**src/rtl/mac_chain_controller_if.sv**
```systemverilog
// rtl/mac_chain_controller_if.sv - coefficient, sample and chain-output handshake bundle
interface mac_chain_controller_if #(
    parameter int COEFFICIENT_WIDTH = 16
);
    logic [COEFFICIENT_WIDTH-1:0] coeff_tdata;
    logic                         coeff_tvalid;
    logic                         coeff_tlast;
    logic                         coeff_tready;
    logic                         s_tvalid;
    logic                         s_tready;
    logic                         m_tvalid;
    logic                         m_tready;

    // Source/sink side: drives coefficients, samples and downstream ready
    modport master (
        output coeff_tdata, coeff_tvalid, coeff_tlast, s_tvalid, m_tready,
        input  coeff_tready, s_tready, m_tvalid
    );

    // Controller side
    modport slave (
        input  coeff_tdata, coeff_tvalid, coeff_tlast, s_tvalid, m_tready,
        output coeff_tready, s_tready, m_tvalid
    );
endinterface

```
**src/rtl/mac_chain_controller.sv**
```systemverilog
// rtl/mac_chain_controller.sv - MAC chain sequencer (optional MAC_CHAIN_CONTROLLER_STATS_EN output counter)
module mac_chain_controller #(
    parameter int NUM_TAPS          = 8,
    parameter int COEFFICIENT_WIDTH = 16,
    parameter int LATENCY           = NUM_TAPS + 2
) (
    input  logic                         clock,
    input  logic                         reset,
    mac_chain_controller_if.slave        bus,
    input  logic                         reload_req,
    output logic [COEFFICIENT_WIDTH-1:0] coefficient_out,
    output logic [NUM_TAPS-1:0]          ce_coefficient,
    output logic                         ce_calculate,
    output logic                         chain_reset,
    output logic                         load_error,
    output logic [31:0]                  output_count
);
    localparam int IDX_W  = (NUM_TAPS > 1) ? $clog2(NUM_TAPS) : 1;
    localparam int FILL_W = $clog2(LATENCY + 1);

    localparam logic [1:0] ST_LOAD  = 2'd0;
    localparam logic [1:0] ST_RUN   = 2'd1;
    localparam logic [1:0] ST_DRAIN = 2'd2;

    logic [1:0]        state;
    logic [IDX_W-1:0]  tap_idx;
    logic [FILL_W-1:0] fill_count;
    logic              m_valid;
    logic              coeff_accept;
    logic              at_last_tap;
    logic              end_of_set;
    logic              out_handshake;

    // Coefficients are taken only in LOAD, and not during the chain_reset cycle after reset
    assign bus.coeff_tready = (state == ST_LOAD) && !chain_reset;
    // A sample may enter only when the chain output slot is free or being drained this cycle
    assign bus.s_tready     = (state == ST_RUN) && !chain_reset && (!m_valid || bus.m_tready);
    assign bus.m_tvalid     = m_valid;
    assign ce_calculate     = bus.s_tvalid && bus.s_tready;

    assign coeff_accept  = bus.coeff_tvalid && bus.coeff_tready;
    assign at_last_tap   = (tap_idx == IDX_W'(NUM_TAPS - 1));
    assign end_of_set    = bus.coeff_tlast || at_last_tap;
    assign out_handshake = m_valid && bus.m_tready;

    // Sequencer: coefficient loading, run/drain control, pipeline fill tracking
    always_ff @(posedge clock) begin
        if (reset) begin
            state           <= ST_LOAD;
            tap_idx         <= '0;
            fill_count      <= '0;
            m_valid         <= 1'b0;
            load_error      <= 1'b0;
            ce_coefficient  <= '0;
            coefficient_out <= '0;
            chain_reset     <= 1'b1;
        end else begin
            ce_coefficient <= '0;
            chain_reset    <= 1'b0;
            case (state)
                ST_LOAD: begin
                    if (coeff_accept) begin
                        coefficient_out <= bus.coeff_tdata;
                        ce_coefficient  <= NUM_TAPS'(1) << tap_idx;
                        if (end_of_set) begin
                            // A set is well formed only when tlast lands exactly on the final tap
                            if (bus.coeff_tlast != at_last_tap)
                                load_error <= 1'b1;
                            state       <= ST_RUN;
                            chain_reset <= 1'b1;
                            fill_count  <= '0;
                            tap_idx     <= '0;
                        end else begin
                            tap_idx <= tap_idx + IDX_W'(1);
                        end
                    end
                end
                ST_RUN: begin
                    if (reload_req)
                        state <= ST_DRAIN;
                end
                ST_DRAIN: begin
                    if (!m_valid || out_handshake) begin
                        state   <= ST_LOAD;
                        tap_idx <= '0;
                    end
                end
                default: state <= ST_LOAD;
            endcase

            // Output becomes valid once LATENCY samples have been pushed through the chain
            if (ce_calculate) begin
                if (fill_count != FILL_W'(LATENCY))
                    fill_count <= fill_count + FILL_W'(1);
                m_valid <= (fill_count >= FILL_W'(LATENCY - 1));
            end else if (out_handshake) begin
                m_valid <= 1'b0;
            end
        end
    end

`ifdef MAC_CHAIN_CONTROLLER_STATS_EN
    // Count chain outputs consumed downstream; wraps naturally at 2^32
    always_ff @(posedge clock) begin
        if (reset)
            output_count <= '0;
        else if (out_handshake)
            output_count <= output_count + 32'd1;
    end
`else
    assign output_count = '0;
`endif

endmodule

```
**src/flat_wrapper.sv**
```systemverilog
// flat-port wrapper written by rule: the top's interface ports become plain ports
module mac_chain_controller_flat 
#(
    parameter int NUM_TAPS          = 8,
    parameter int COEFFICIENT_WIDTH = 16,
    parameter int LATENCY           = NUM_TAPS + 2
)
  (clock, reset, reload_req, coefficient_out, ce_coefficient, ce_calculate, chain_reset, load_error, output_count, bus_coeff_tdata, bus_coeff_tvalid, bus_coeff_tlast, bus_s_tvalid, bus_m_tready, bus_coeff_tready, bus_s_tready, bus_m_tvalid);
  mac_chain_controller_if #(.COEFFICIENT_WIDTH(COEFFICIENT_WIDTH)) bus_i ();
  input  logic clock;
  input  logic reset;
  input  logic reload_req;
  output logic [COEFFICIENT_WIDTH-1:0] coefficient_out;
  output logic [NUM_TAPS-1:0] ce_coefficient;
  output logic ce_calculate;
  output logic chain_reset;
  output logic load_error;
  output logic [31:0] output_count;
  input wire logic [$bits(bus_i.coeff_tdata)-1:0] bus_coeff_tdata;
  input wire logic [$bits(bus_i.coeff_tvalid)-1:0] bus_coeff_tvalid;
  input wire logic [$bits(bus_i.coeff_tlast)-1:0] bus_coeff_tlast;
  input wire logic [$bits(bus_i.s_tvalid)-1:0] bus_s_tvalid;
  input wire logic [$bits(bus_i.m_tready)-1:0] bus_m_tready;
  output wire logic [$bits(bus_i.coeff_tready)-1:0] bus_coeff_tready;
  output wire logic [$bits(bus_i.s_tready)-1:0] bus_s_tready;
  output wire logic [$bits(bus_i.m_tvalid)-1:0] bus_m_tvalid;
  assign bus_i.coeff_tdata = bus_coeff_tdata;
  assign bus_i.coeff_tvalid = bus_coeff_tvalid;
  assign bus_i.coeff_tlast = bus_coeff_tlast;
  assign bus_i.s_tvalid = bus_s_tvalid;
  assign bus_i.m_tready = bus_m_tready;
  assign bus_coeff_tready = bus_i.coeff_tready;
  assign bus_s_tready = bus_i.s_tready;
  assign bus_m_tvalid = bus_i.m_tvalid;
  mac_chain_controller #(.NUM_TAPS(NUM_TAPS), .COEFFICIENT_WIDTH(COEFFICIENT_WIDTH), .LATENCY(LATENCY)) u_core (.clock(clock), .reset(reset), .bus(bus_i), .reload_req(reload_req), .coefficient_out(coefficient_out), .ce_coefficient(ce_coefficient), .ce_calculate(ce_calculate), .chain_reset(chain_reset), .load_error(load_error), .output_count(output_count));
endmodule
```
**config.mk**
```make
export PLATFORM = sky130hd
export DESIGN_NAME = mac_chain_controller_flat
export DESIGN_NICKNAME = d
export VERILOG_FILES = /design/src/rtl/mac_chain_controller_if.sv /design/src/rtl/mac_chain_controller.sv /design/src/flat_wrapper.sv
export SDC_FILE = /design/constraint.sdc
export NUM_CORES = 1
export LEC_CHECK = 0
export ABC_AREA = 1
export CORE_MARGIN = 2
export CORE_UTILIZATION = 56
export CTS_CLUSTER_SIZE = 30
export DETAILED_ROUTE_END_ITERATION = 8
export DONT_BUFFER_PORTS = 1
export HOLD_SLACK_MARGIN = 0.03
export PLACE_DENSITY = 0.74
export SYNTH_ARGS = -nofsm -noshare
export SYNTH_HDL_FRONTEND = slang
export SYNTH_SLANG_ARGS = --single-unit
export TNS_END_PERCENT = 5
```
**constraint.sdc**
```tcl
create_clock -name clock -period 1.6 [get_ports clock]
set_clock_uncertainty 0.05 [all_clocks]
set_input_delay 0 -clock clock [delete_from_list [all_inputs] [get_ports clock]]
set_output_delay 0 -clock clock [all_outputs]
set_load 0.01 [all_outputs]
```
# Word level (Yosys, flattened, before mapping)
# Index checks and enable logic that the tools add are counted.
word_totals:
  register_bits: 36
  in_bits: 23
  out_inout_bits: 62
classes:
  n_reduce_logical: 19
  order_cmp: 1
  muxes: 19
  n_eq_ne: 9
  n_shift: 1
  bitwise_logic: 2
  addsub: 2
ops:
  columns: ["operator", "n"]
  rows:
  - ["4-bit 2-to-1 mux", 5]
  - ["3-bit 2-to-1 mux", 3]
  - ["2-bit 2-to-1 mux", 4]
  - ["4-bit AND reduction", 2]
  - ["1-bit by 3-bit << shifter with 8-bit output (first input constant)", 1]
  - ["1-bit logical AND", 6]
  - ["2-bit by 1-bit inequality test with 1-bit output (second input constant)", 3]
  - ["2-bit case mux with 3 select lines", 1]
  - ["3-bit case mux with 2 select lines", 1]
  - ["1-bit 2-to-1 mux", 5]
  - ["4-bit by 1-bit adder with 4-bit output (second input constant)", 1]
  - ["4-bit >= comparator (second input constant)", 1]
  - ["4-bit inequality test (second input constant)", 1]
  - ["2-bit nonzero test", 2]
  - ["3-bit by 1-bit adder with 3-bit output (second input constant)", 1]
  - ["3-bit equality test (second input constant)", 1]
  - ["1-bit logical OR", 3]
  - ["3-bit AND reduction", 1]
  - ["3-bit OR reduction", 1]
  - ["2-bit by 1-bit equality test with 1-bit output (second input constant)", 1]
  - ["2-bit equality test (second input constant)", 1]
  - ["1-bit logical NOT", 2]
  - ["2-bit logical NOT", 1]
  - ["2-bit inequality test (second input constant)", 1]
  - ["3 further kinds", 4]

# Logic depth before layout (Yosys ltp)
logic_depth:
  word_depth: 7
  ltp_mapped: 10
  ltp_nobuf: 10

# Worst setup path after synthesis
# No wires, ideal clock.
synth_path:
  path_kind: "register to register"
  from: "reg u_core.tap_idx[0]"
  to: "reg u_core.fill_count[1]"
  t_required_ns: 1.436
  path_slack_ns: 0.071
  setup_ns: 0.114
  t_arrival_ns: 1.366
  path_stages_with_launch: 11
  n_path_buf: 0
  path_cell_list: "dfxtp_1 -> ha_1 -> ha_1 -> inv_1 -> ha_1 -> inv_1 -> nand4_1 -> nand2_1 -> nand2_1 -> nand2_1 -> nor2_1"
synth_between:
  elab_chain_len: 7
synth_rtl:
  columns: ["element", "line", "rtl"]
  rows:
  - ["from (decl)", "mac_chain_controller.sv:26", "logic [IDX_W-1:0] tap_idx;"]
  - ["from (signal assigned)", "mac_chain_controller.sv:74", "tap_idx <= tap_idx + IDX_W'(1);"]
  - ["3-bit equality test (*)", "mac_chain_controller.sv:42", "assign at_last_tap = (tap_idx == IDX_W'(NUM_TAPS - 1));"]
  - ["1-bit logical OR (*)", "mac_chain_controller.sv:43", "assign end_of_set = bus.coeff_tlast || at_last_tap;"]
  - ["4-bit 2-to-1 mux (*)", "mac_chain_controller.sv:65", "if (end_of_set) begin"]
  - ["4-bit 2-to-1 mux (*)", "mac_chain_controller.sv:62", "if (coeff_accept) begin"]
  - ["4-bit 2-to-1 mux (*)", "mac_chain_controller.sv:60", "case (state)"]
  - ["4-bit 2-to-1 mux", "mac_chain_controller.sv:93", "if (fill_count != FILL_W'(LATENCY))"]
  - ["4-bit 2-to-1 mux (*)", "mac_chain_controller.sv:92", "if (ce_calculate) begin"]
  - ["to (signal assigned)", "mac_chain_controller.sv:94", "fill_count <= fill_count + FILL_W'(1);"]
  - ["to (decl)", "mac_chain_controller.sv:27", "logic [FILL_W-1:0] fill_count;"]
# Every way passes the cells marked *; elsewhere a longest branch is shown, timed or not.
# A chain may end at the register's enable or synchronous reset.

# Worst setup path after layout
layout_path:
  from: "reg u_core.tap_idx[1]"
  to: "reg u_core.fill_count[1]"
# Same word-level chain as after synthesis.

==> out/results.tsv <==
metric	value	unit
grt_pass1_wl	5350	um
final_layout_size_suffix_gt1_share	18.4	%
cp.depth	10	
dp.cells	281	
path_class	flip-flop to flip-flop	
num_rows	20	
path_delay_family	simple AND/OR/NAND/NOR gates	
synth_cell_types	24	
multi_input_area	908	sq um
clockBufferDepth	2	
clk_latency	350	ps
diodes	0	
powerDensity	794	nW/um^2
firstDrtPassIters	4	
grt_usage	19.4	%
synth_flop_cell	dfxtp_1	
worst_setup_path_start_kind	flip-flop	
overflow	0	
min_period	1550	ps
synth_top_area_share	39.1	%
dieArea	3770	sq um
area_growth_syn_to_layout	17.9	%
max_slew_margin	35.9	%
numCtsBuffers	5	
place_hpwl	2280	um
yosys_register_bits	36	
die_x	61.4	um
peakVddDrop	466	uV
syn_inst	235	
timing.final.ws_setup	49.2	ps
routedWlPerCell	11.1	um
h-tree-depth	2	
crit_arrival	1740	ps
max_freq	0.645	GHz
yosys_warnings	0	
path_buf_inv	2	
core_area	3100	sq um
setup_viol_count_final	0	
synthTopCellsByCount	nand2_1, dfxtp_1, buf_4	
grt_pass1_vias	1247	
totalWireLength	3520	um
synth_area_leaders	dfxtp_1, buf_4, nand2_1, ha_1, inv_1	
syn_area	1840	sq um
final.period_utilization	96.9	%
n_fill_cell	262	
finalSetupTns	0	ps
antenna_found_initial	0	
crit_chain	ha_4 > ha_4 > inv_2 > ha_4 > inv_2 > nand4_1 > nand2_1 > nand2_1 > nand2_1 > nor2_1	
holdPathStages	2	
synth_edf_count	0	
synth-seq-area-share	39.1	%
dr.first_iter.drc_count	49	
viasPerCell	4.47	
crit_path_end_kind	flip-flop	
path_clk_slew	110	ps
timing_hold_violations_final	0	
ant_nets	0	
yosysMostFrequentCell	nand2_1	
maxCapViolCount	0	
cp_slowest_cell	dfxtp_2	
worstPathRequired	1790	ps
io_pins	85	
final_net_count	304	
critPathMaxFanout	6	
final_cells	316	
p_leak	0.930	nW
synth_area_per_cell	7.84	sq um
grt_setup_unrepaired	true	
start_util	59.4	%
gp_congestion	0.813	
worst_pin_slew	959	ps
clock_sinks	36	
timing.final.max_slew_violations	0	
async_flop_share	0	%
die-height	61.4	um
reg2reg_depth	10	
vias	1411	
hold_class	primary input to flip-flop	
cts_root_buffer	clkbuf_4	
slowest_delay	370	ps
status	complete, no violations	
synth_top_cell_by_area	dfxtp_1	
tritoncts	done	
dp_slack	-37.8	ps
grt_max_degree	21	
portBuffers	0	
drc_errors	0	
seq_area	728	sq um
state kept, by name, summed over array words and instances, names as in the netlist:
register,cells
u_core.bus.m_tvalid,1
u_core.ce_coefficient,8
u_core.chain_reset,1
u_core.coefficient_out,16
u_core.fill_count,4
u_core.load_error,1
u_core.state,2
u_core.tap_idx,3
kinds of logic (layout without fill, tap and decap cells):
| family | count (synthesis) | after routing | share of synthesized area (%) |
|---|---|---|---|
| other | 1 | 32 | 0.203 |
| flip-flops | 36 | 36 | 39.1 |
| adder cells (fa/ha/maj) | 10 | 10 | 6.79 |
| AO/OA/AOI/OAI | 24 | 24 | 8.83 |
| buffers and inverters | 62 | 68 | 20.0 |
| AND/OR/NAND/NOR | 102 | 102 | 25.1 |
final cells by class:
type / instances / area share, %
clock buffer: 7 / 2.53
clock inverter: 1 / 0.346
inverter: 26 / 4.61
multi-input combinational: 168 / 41.8
sequential: 36 / 33.5
tap: 44 / 2.53
timing repair buffer: 34 / 14.6
layout by cell type (no fill, tap or decap):
master / count
clkbuf_4: 5
o21ai_2: 1
dlygate4sd3_1: 25
conb_1: 32
a21oi_1: 12
a21oi_2: 10
inv_4: 1
or2_2: 1
nand3_4: 1
buf_4: 9
inv_1: 23
nand2_2: 10
clkinvlp_4: 1
nand3b_1: 1
a31oi_1: 1
dfxtp_4: 1
ha_4: 3
ha_1: 7
nor2_4: 1
nand3_1: 11
dfxtp_1: 32
clkbuf_1: 1
inv_2: 2
nor2_1: 24
clkbuf_8: 1
nand4_1: 5
nor3_1: 1
nand2_1: 47
dfxtp_2: 3
where the power goes:
part | internal [W] | leakage (nW) | switching [W]
sequential | 0.000929 | 0.295 | 0.0000378
clock | 0.000215 | 0.0315 | 0.000298
combinational | 0.0000996 | 0.604 | 0.000146
total | 0.00124 | 0.930 | 0.000481
stage by stage:
stage / instance area (sq um) / total power [W] / util (%) / hold WS, ps
floorplan: 1960 / 0.00119 / - / 19.1
global placement: 1800 / 0.00115 / 58.0 / 17.7
detailed placement: 1800 / 0.00116 / 58.0 / 19.9
CTS: 2140 / 0.00172 / 68.9 / 203
global route: 2170 / 0.00181 / 70.0 / 217
finish: 2170 / 0.00172 / 70.0 / 212
metal layers:
metal  vias up  wire [um]  track usage, %
met5         -          0               0
met4         0         57            8.21
met3         5        271            6.93
met2        57       1710            33.1
met1       611       1480            22.0
li1        738          -               -
worst reg2reg max path, cell delays in order, from the launching register on:
cell     delay, ps
dfxtp_2        370
ha_4           160
ha_4           120
inv_2           40
ha_4           150
inv_2           50
nand4_1        230
nand2_1        130
nand2_1         60
nand2_1         60
nor2_1          40
worst paths after layout:
kind,startpoint,end,slack (ps)
setup / recovery,u_core.tap_idx[1]$_SDFFE_PP0P_,u_core.fill_count[1]$_SDFF_PP0_,50
hold / removal,reset,u_core.state[1]$_SDFFE_PP0P_,210
setup reg to reg,u_core.tap_idx[1]$_SDFFE_PP0P_,u_core.fill_count[1]$_SDFF_PP0_,50
hold reg to reg,u_core.load_error$_SDFFE_PP0P_,u_core.load_error$_SDFFE_PP0P_,460
what timing repair did:
item,in CTS,in global routing
gates resized for setup,6,7
buffers inserted,1,1
setup endpoints to repair,4,6
hold buffers,25,0
hold endpoints to repair,36,0
pin swaps,2,4
Power figures use the tool's default switching activity.
